**src/rtl/riscv_pipe_pkg.sv**
```systemverilog
// Shared types and defaults for the RISC-V pipeline registers.
package riscv_pipe_pkg;

    localparam int XLEN_DEF       = 32;
    localparam int REG_ADDR_W_DEF = 5;
    localparam int RES_SRC_W_DEF  = 2;

    // Default-width view of the EX->MEM payload, fields in port order.
    typedef struct packed {
        logic                      mem_write;
        logic                      reg_write;
        logic [RES_SRC_W_DEF-1:0]  result_src;
        logic [REG_ADDR_W_DEF-1:0] rd;
        logic [XLEN_DEF-1:0]       alu_result;
        logic [XLEN_DEF-1:0]       write_data;
        logic [XLEN_DEF-1:0]       pc_plus_4;
    } ex_mem_payload_t;

    typedef enum logic [1:0] {
        EMPTY = 2'd0,
        ONE   = 2'd1,
        TWO   = 2'd2
    } pipe_state_e;

    function automatic logic [1:0] state_occupancy(input pipe_state_e s);
        case (s)
            EMPTY:   return 2'd0;
            ONE:     return 2'd1;
            TWO:     return 2'd2;
            default: return 2'd0;
        endcase
    endfunction

endpackage

```
**src/rtl/pipe_skid_buf.sv**
```systemverilog
// Generic 2-entry valid/ready skid buffer with flush; SKID_EN=0 collapses it
// to a single register with a combinational ready pass-through.
module pipe_skid_buf
    import riscv_pipe_pkg::*;
#(
    parameter int W       = 8,
    parameter int SKID_EN = 1
) (
    input  logic         clk,
    input  logic         rst_n,
    input  logic         flush,
    input  logic         in_valid,
    output logic         in_ready,
    input  logic [W-1:0] in_data,
    output logic         out_valid,
    input  logic         out_ready,
    output logic [W-1:0] out_data,
    output logic [1:0]   occupancy
);

    pipe_state_e  state_q, state_d;
    logic [W-1:0] main_q, main_d;
    logic [W-1:0] skid_q, skid_d;
    logic         up_xfer_s;
    logic         dn_xfer_s;

    assign out_valid = (state_q != EMPTY);
    assign out_data  = main_q;
    assign occupancy = state_occupancy(state_q);
    assign up_xfer_s = in_valid & in_ready;
    assign dn_xfer_s = out_valid & out_ready;

    // Upstream ready: registered-only with a skid entry, else pass-through.
    always_comb begin
        in_ready = 1'b0;
        if (SKID_EN != 0) begin
            in_ready = (state_q != TWO);
        end else begin
            in_ready = !out_valid | out_ready;
        end
    end

    // Next-state and payload steering; flush beats every transfer.
    always_comb begin
        state_d = state_q;
        main_d  = main_q;
        skid_d  = skid_q;
        if (flush) begin
            state_d = EMPTY;
        end else begin
            case (state_q)
                EMPTY: begin
                    if (up_xfer_s) begin
                        main_d  = in_data;
                        state_d = ONE;
                    end else begin
                        state_d = EMPTY;
                    end
                end
                ONE: begin
                    if (up_xfer_s && dn_xfer_s) begin
                        main_d = in_data;
                    end else if (up_xfer_s) begin
                        if (SKID_EN != 0) begin
                            skid_d  = in_data;
                            state_d = TWO;
                        end else begin
                            main_d = in_data;
                        end
                    end else if (dn_xfer_s) begin
                        state_d = EMPTY;
                    end else begin
                        state_d = ONE;
                    end
                end
                TWO: begin
                    if (dn_xfer_s) begin
                        main_d  = skid_q;
                        state_d = ONE;
                    end else begin
                        state_d = TWO;
                    end
                end
                default: state_d = EMPTY;
            endcase
        end
    end

    // State and payload registers.
    always_ff @(posedge clk or negedge rst_n) begin
        if (!rst_n) begin
            state_q <= EMPTY;
            main_q  <= {W{1'b0}};
            skid_q  <= {W{1'b0}};
        end else begin
            state_q <= state_d;
            main_q  <= main_d;
            skid_q  <= skid_d;
        end
    end

endmodule

```
**src/rtl/exe_mem_pipe_reg.sv**
```systemverilog
// EX->MEM pipeline register with valid/ready stall, flush and optional skid entry.
module exe_mem_pipe_reg
    import riscv_pipe_pkg::*;
#(
    parameter int XLEN       = XLEN_DEF,
    parameter int REG_ADDR_W = REG_ADDR_W_DEF,
    parameter int RES_SRC_W  = RES_SRC_W_DEF,
    parameter int SKID_EN    = 1
) (
    input  logic                  clk,
    input  logic                  rst_n,
    input  logic                  flush,
    input  logic                  valid_exe,
    output logic                  ready_exe,
    input  logic                  mem_write_exe,
    input  logic                  reg_write_exe,
    input  logic [RES_SRC_W-1:0]  result_src_exe,
    input  logic [REG_ADDR_W-1:0] rd_exe,
    input  logic [XLEN-1:0]       alu_result_exe,
    input  logic [XLEN-1:0]       write_data_exe,
    input  logic [XLEN-1:0]       pc_plus_4_exe,
    output logic                  valid_m,
    input  logic                  ready_m,
    output logic                  mem_write_m,
    output logic                  reg_write_m,
    output logic [RES_SRC_W-1:0]  result_src_m,
    output logic [REG_ADDR_W-1:0] rd_m,
    output logic [XLEN-1:0]       alu_result_m,
    output logic [XLEN-1:0]       write_data_m,
    output logic [XLEN-1:0]       pc_plus_4_m,
    output logic [1:0]            occupancy
);

    localparam int PW = 2 + RES_SRC_W + REG_ADDR_W + 3 * XLEN;

    logic [PW-1:0] in_pl_s;
    logic [PW-1:0] out_pl_s;
    logic          mem_write_s;
    logic          reg_write_s;

    assign in_pl_s = {mem_write_exe, reg_write_exe, result_src_exe, rd_exe,
                      alu_result_exe, write_data_exe, pc_plus_4_exe};

    pipe_skid_buf #(
        .W       (PW),
        .SKID_EN (SKID_EN)
    ) u_buf (
        .clk       (clk),
        .rst_n     (rst_n),
        .flush     (flush),
        .in_valid  (valid_exe),
        .in_ready  (ready_exe),
        .in_data   (in_pl_s),
        .out_valid (valid_m),
        .out_ready (ready_m),
        .out_data  (out_pl_s),
        .occupancy (occupancy)
    );

    assign {mem_write_s, reg_write_s, result_src_m, rd_m,
            alu_result_m, write_data_m, pc_plus_4_m} = out_pl_s;

    // A bubble must never write memory or the register file.
    assign mem_write_m = mem_write_s & valid_m;
    assign reg_write_m = reg_write_s & valid_m;

endmodule

```
**config.mk**
```make
export PLATFORM = sky130hd
export DESIGN_NAME = exe_mem_pipe_reg
export DESIGN_NICKNAME = d
export VERILOG_FILES = /design/src/rtl/riscv_pipe_pkg.sv /design/src/rtl/pipe_skid_buf.sv /design/src/rtl/exe_mem_pipe_reg.sv
export SDC_FILE = /design/constraint.sdc
export NUM_CORES = 1
export LEC_CHECK = 0
export BUFFER_PORTS_ARGS = -buffer_cell sky130_fd_sc_hd__buf_2
export CAP_MARGIN = 20
export CORE_UTILIZATION = 30
export CTS_CLUSTER_DIAMETER = 60
export DETAILED_ROUTE_END_ITERATION = 8
export PLACE_DENSITY = 0.54
export RECOVER_POWER = 50
export SLEW_MARGIN = 20
export SYNTH_ARGS = -nofsm -noshare
export SYNTH_HDL_FRONTEND = slang
export SYNTH_SLANG_ARGS = --single-unit
```
**constraint.sdc**
```tcl
create_clock -name clk -period 1.61 [get_ports clk]
set_input_delay 0.2415 -clock clk [delete_from_list [all_inputs] [get_ports clk]]
set_output_delay 0.2415 -clock clk [all_outputs]
set_load 0.01 [all_outputs]
```
==> results.yml, run 1 <==
detailed_routing:
  routed_wl_um: 27500
  drt_iter0_drc: 199
  drt_first_pass_iters: 6
  wire_per_inst_um: 18.8
  ant_nets: 0
  via_count: 6463
  drc: 0
  viasPerCell: 4.41
grt:
  grtUsageTotal_pct: 16.4
  grt_pass1_vias: 7344
  grt_pass1_wl_um: 42800
  antenna_found_initial: 4
  grt_max_degree: 47
  grt_overflow: 0
sta:
  slew_headroom_pct: 51.8
  whs_ns: 0.0850
  maxSlewViolCount: 0
  hold_viol_final: 0
  worst_slew_pin_slew_ns: 0.723
  layout_setup_ws_ns: -0.289
  fin_crit_sh_pct: 118
  grt_setup_unrepaired: "true"
  period_minus_slack_ns: 1.90
  finClkSkew_ns: 0.0141
  setup_viol: 216
  fmax_ghz: 0.527
floorplan:
  std_cell_rows: 66
  core_um2: 32600
  die_w_um: 184
  die_area_um2: 33900
  ios: 219
  die_h_um: 184
  initial_utilization_pct: 30.5
worst_setup_path:
  rr_worst_depth: 8
  critPathLaunchType: "flip-flop"
  path_common_cell: "buf_6"
  cp.required_ns: 1.37
  crit_chain: "buf_6, buf_6, or2_4, and2_4, buf_6"
  cpPeakStageDelay_ns: 0.39
  rrSetupSlack_ns: -0.27
  crit_type: "flip-flop to output pin"
  cp_max_fo: 3
  endpoint_kind: "output pin"
  cp_slowest_cell: "dfrtp_1"
  arrival_ns: 1.66
power_and_ir_drop:
  cellPowerDensity_nw_per_um2: 1140
  p_int_mw: 12.7
  pwr-share-seq_pct: 42.3
  power_switching_mw: 4.51
  ir_drop_mv: 0.738
  p_comb_share_pct: 24.3
  p_leak_nw: 7.20
  p_clk_share_pct: 33.4
  power_switching_share_pct: 26.1
layout:
  area_growth_pct: 52.6
  nets: 1115
  fin_area_um2: 15200
  layout_common_cells: "buf_2 (212), dfrtp_1 (211), mux2_4 (188)"
  nFillCells: 2880
  drive_above_1_share_pct: 67.5
  fin_cells: 1466
  final_common_cell: "buf_2"
run_status:
  status: "finished with violations"
  violations: "negative setup slack"
cts:
  cts_tree: "built"
  cts_root_buf: "clkbuf_16"
  clock_path_buffers: 3
  clk_pin_slew_ns: 0.06
  htreeDepth: 1
  cts_sinks: 212
  cts_made_buffers: 26
  clkLatencyLatePin_ns: 0.53
yosys:
  syn_avg_cell_area_um2: 14.6
  synthCells: 681
  ys_types: 21
  ys_warn_count: 0
  synth_area_um2: 9960
  yosysSeqAreaShare_pct: 53.3
  syn-num-nets: 791
  synth-seq-cells: 212
placement:
  placed_cell_area_um2: 11100
  dp_hpwl_um: 14000
  dp.cells: 1241
  gp_congestion: 0.704
  port_buffers: 218
  post-place-ws_ns: -0.152
flow_run:
  drv_cap: 0
worst_hold_path:
  holdPathStages: 3
  hp-class: "primary input to flip-flop"
## power groups by stage
stage	registers (mW)	logic, mW	clock network, mW
detailed placement	7.29	3.07	0
CTS	7.26	4.25	5.95
global placement	7.25	3.01	0
floorplan	7.14	2.62	0
global route	7.46	4.50	6.16
finish	7.30	4.19	5.77
## cells in the mapped netlist
cell | n | share of area (%)
a21oi_1 | 2 | 0.10
and2_1 | 2 | 0.13
buf_1 | 5 | 0.19
buf_2 | 18 | 0.90
buf_4 | 109 | 8.2
buf_6 | 4 | 0.45
dfrtp_1 | 212 | 53
inv_2 | 1 | 0.038
mux2_2 | 315 | 36
mux2i_1 | 1 | 0.10
nand2_1 | 2 | 0.075
nand2b_1 | 1 | 0.063
nand4bb_1 | 1 | 0.11
nor2_1 | 1 | 0.038
nor2b_1 | 1 | 0.063
nor3_1 | 1 | 0.050
nor4b_1 | 1 | 0.088
o21ba_2 | 1 | 0.10
o31ai_4 | 1 | 0.21
or2_2 | 1 | 0.063
or3b_2 | 1 | 0.088
## worst max-delay path: cells and delay by family (launching register included)
family        cells  cell delay, ns
buf+inv           3            0.34
flops             1            0.39
simple gates      2            0.40
## sequential cells by signal, summed over array words and instances, names as in the netlist
signal	count
u_buf.state_q	2
u_buf.out_data	105
u_buf.skid_q	105
## kinds of logic (layout without fill, tap and decap cells)
logic type             count (synthesis)  after routing  share of synthesized area, %
AO/OA/AOI/OAI                          4              4                         0.415
buffers and inverters                137            478                          9.80
flip-flops                           212            212                          53.3
multiplexers                         316            316                          35.7
other                                  0              1                             0
AND/OR/NAND/NOR                       12             13                         0.767
## metrics by stage
step	utilization [%]	TNS, ns	total power [mW]
final	46.6	-38.65	17.3
after global routing	46.6	-51.42	18.1
after CTS	48.0	-46.99	17.5
after detailed placement	34.2	-14.69	10.4
after global placement	34.2	-10.98	10.3
after floorplan	-	-1.73	9.76
## per-layer routing
layer	part of all wire, %	GRT usage, %
met1	46	21.3
met4	1.8	3.73
met2	46	27.5
met3	5.7	3.99
met5	0.15	0
## what timing repair did
item                                   CTS  global route
cloned                                  35             2
pin swaps                                5             2
hold buffers                           107             0
resized for setup                      258            62
endpoints found under the hold margin  178             0
setup buffers                           57             8
setup endpoints to repair              200           216
## layout make-up
class	instances	area, um^2	share of cell area [%]
antenna	1	2.50	0.0165
clock buffer	37	763	5.02
clock inverter	9	80.1	0.527
inverter	1	11.3	0.0741
multi-input combinational	333	4450	29.3
sequential	212	5310	34.9
tap	442	553	3.64
timing repair buffer	430	4010	26.4
timing repair inverter	1	20.0	0.132
## path summary, 6_finish.rpt
kind                                               from                        endpoint
min in group asynchronous                         rst_n    u_buf.skid_q[13]$_DFFE_PN0P_
hold reg to reg            u_buf.skid_q[87]$_DFFE_PN0P_    u_buf.skid_q[87]$_DFFE_PN0P_
setup reg to reg           u_buf.state_q[0]$_DFFE_PN0P_  u_buf.out_data[99]$_DFFE_PN0P_
setup / recovery           u_buf.state_q[0]$_DFFE_PN0P_                     reg_write_m
max in group asynchronous                         rst_n  u_buf.out_data[46]$_DFFE_PN0P_
hold / removal                                    flush    u_buf.state_q[1]$_DFFE_PN0P_
(Power assumes the default switching activity.)
==> inputs of run 2 (changes only) <==
ABC_CLOCK_PERIOD_IN_PS = 1610   (was unset)
TNS_END_PERCENT = 50   (was unset)
==> run 2 against run 1 <==
Against the previous run: the run still ends with negative setup slack left; sequential share of layout area increased by 1.5 points; sequential cell count unchanged; maximum frequency decreased by 0.27%; clock skew increased by 0.00093 ns; core utilization decreased by 2.0 points; die area unchanged; cell area decreased by 4.2%; via count decreased by 2.2%; total power decreased by 1.1%; critical path type unchanged; highest routed layer unchanged.
==> results.yml, run 2 (synthesis gave the netlist of run 1 again) <==
run_status:
  status: "finished with violations"
  violations: "negative setup slack"
detailed_routing:
  wire_per_inst_um: 17.8
  drt_first_pass_iters: 6
  via_count: 6323
  drc: 0
  routed_wl_um: 25700
  drt_iter0_drc: 224
  viasPerCell: 4.39
  ant_nets: 0
grt:
  antenna_found_initial: 4
  grt_overflow: 0
  grt_max_degree: 47
  grt_pass1_vias: 7093
  grtUsageTotal_pct: 15.1
  grt_pass1_wl_um: 39900
worst_setup_path:
  path_depth: 5
  path_common_cell: "buf_6"
  cp_max_fo: 3
  cpPeakStageDelay_ns: 0.39
  cp_num_buf_inv: 4
  cp.required_ns: 1.37
  crit_chain: "buf_6, buf_6, or2_4, buf_4, buf_6"
  endpoint_kind: "output pin"
  critPathLaunchType: "flip-flop"
  cp_top_family: "buffers and inverters"
  cp_slowest_cell: "dfrtp_1"
  crit_type: "flip-flop to output pin"
  arrival_ns: 1.66
  rr_worst_depth: 8
floorplan:
  die_h_um: 184
  std_cell_rows: 66
  ios: 219
  die_w_um: 184
  core_um2: 32600
  die_area_um2: 33900
  initial_utilization_pct: 30.5
sta:
  fmax_ghz: 0.525
  period_minus_slack_ns: 1.90
  grt_setup_unrepaired: "true"
  setup_viol: 213
  hold_viol_final: 0
  finClkSkew_ns: 0.0150
  slew_headroom_pct: 52.7
  maxSlewViolCount: 0
  fin_crit_sh_pct: 118
  layout_setup_ws_ns: -0.294
  worst_slew_pin_slew_ns: 0.710
  whs_ns: 0.0847
cts:
  cts_tree: "built"
  clk_pin_slew_ns: 0.06
  clkLatencyLatePin_ns: 0.53
  cts_sinks: 212
  cts_root_buf: "clkbuf_16"
  clock_path_buffers: 3
  htreeDepth: 1
  cts_made_buffers: 26
worst_hold_path:
  hp-class: "primary input to flip-flop"
  holdPathStages: 3
placement:
  gp_congestion: 0.704
  dp_hpwl_um: 14000
  dp.cells: 1241
  port_buffers: 218
  placed_cell_area_um2: 11100
layout:
  fin_area_um2: 14600
  drive_above_1_share_pct: 66.7
  nets: 1088
  final_util_pct: 44.6
  fin_cells: 1439
  layout_common_cells: "buf_2 (213), dfrtp_1 (211), mux2_4 (178)"
  final_common_cell: "buf_2"
  area_growth_pct: 46.2
  nFillCells: 2951
power_and_ir_drop:
  p_leak_nw: 6.85
  power.total_mw: 17.1
  cellPowerDensity_nw_per_um2: 1170
  ir_drop_mv: 0.744
flow_run:
  drv_cap: 0
run 2: through the flow:
stage | setup WS, ns | setup TNS (ns)
finish | -0.294 | -24.14
global placement | -0.134 | -10.98
floorplan | -0.0359 | -1.73
CTS | -0.317 | -28.50
global route | -0.332 | -35.36
detailed placement | -0.152 | -14.69
run 2: where the power goes:
part / switching (mW) / internal [mW]
combinational: 1.48 / 2.54
sequential: 0.656 / 6.64
clock: 2.30 / 3.45
total: 4.44 / 12.6
run 2: final cells by class:
class | instances | area, um^2 | share of cell area, %
antenna | 1 | 2.50 | 0.0172
inverter | 1 | 11.3 | 0.0774
tap | 442 | 553 | 3.80
timing repair buffer | 404 | 3420 | 23.5
multi-input combinational | 332 | 4400 | 30.2
clock inverter | 9 | 80.1 | 0.550
sequential | 212 | 5310 | 36.5
clock buffer | 37 | 763 | 5.24
timing repair inverter | 1 | 20.0 | 0.138
run 2: timing repair:
item,4_1_cts,5_1_grt
hold buffers,107,0
pin swaps,4,2
setup buffers,41,2
hold endpoints to repair,178,0
cloned,20,1
setup endpoints to repair,200,216
resized for setup,211,57
run 2: worst reg2reg max path, stage by stage, from the launching register on:
cell and delay (ns):
dfrtp_1 0.39, buf_6 0.12, buf_4 0.13, o31ai_4 0.25, buf_6 0.18, buf_12 0.13
buf_12 0.10, buf_12 0.13, mux2_4 0.31
run 2: final timing paths:
path                                               from                              to  slack (ns)
setup reg to reg           u_buf.state_q[0]$_DFFE_PN0P_  u_buf.out_data[16]$_DFFE_PN0P_       -0.25
hold reg to reg            u_buf.skid_q[77]$_DFFE_PN0P_    u_buf.skid_q[77]$_DFFE_PN0P_        0.50
min in group asynchronous                         rst_n    u_buf.skid_q[13]$_DFFE_PN0P_        0.32
hold / removal                                    flush    u_buf.state_q[1]$_DFFE_PN0P_        0.08
max in group asynchronous                         rst_n  u_buf.out_data[38]$_DFFE_PN0P_        0.24
setup / recovery           u_buf.state_q[0]$_DFFE_PN0P_                         valid_m       -0.29
run 2: per-layer routing:
metal  wire length, um  GRT usage, %  vias to the layer above
met3              1470          3.81                       43
met4               579          3.93                        6
met2             12000          25.3                      169
li1                  -             -                     2895
met1             11600          19.3                     3210
met5                45             0                        -
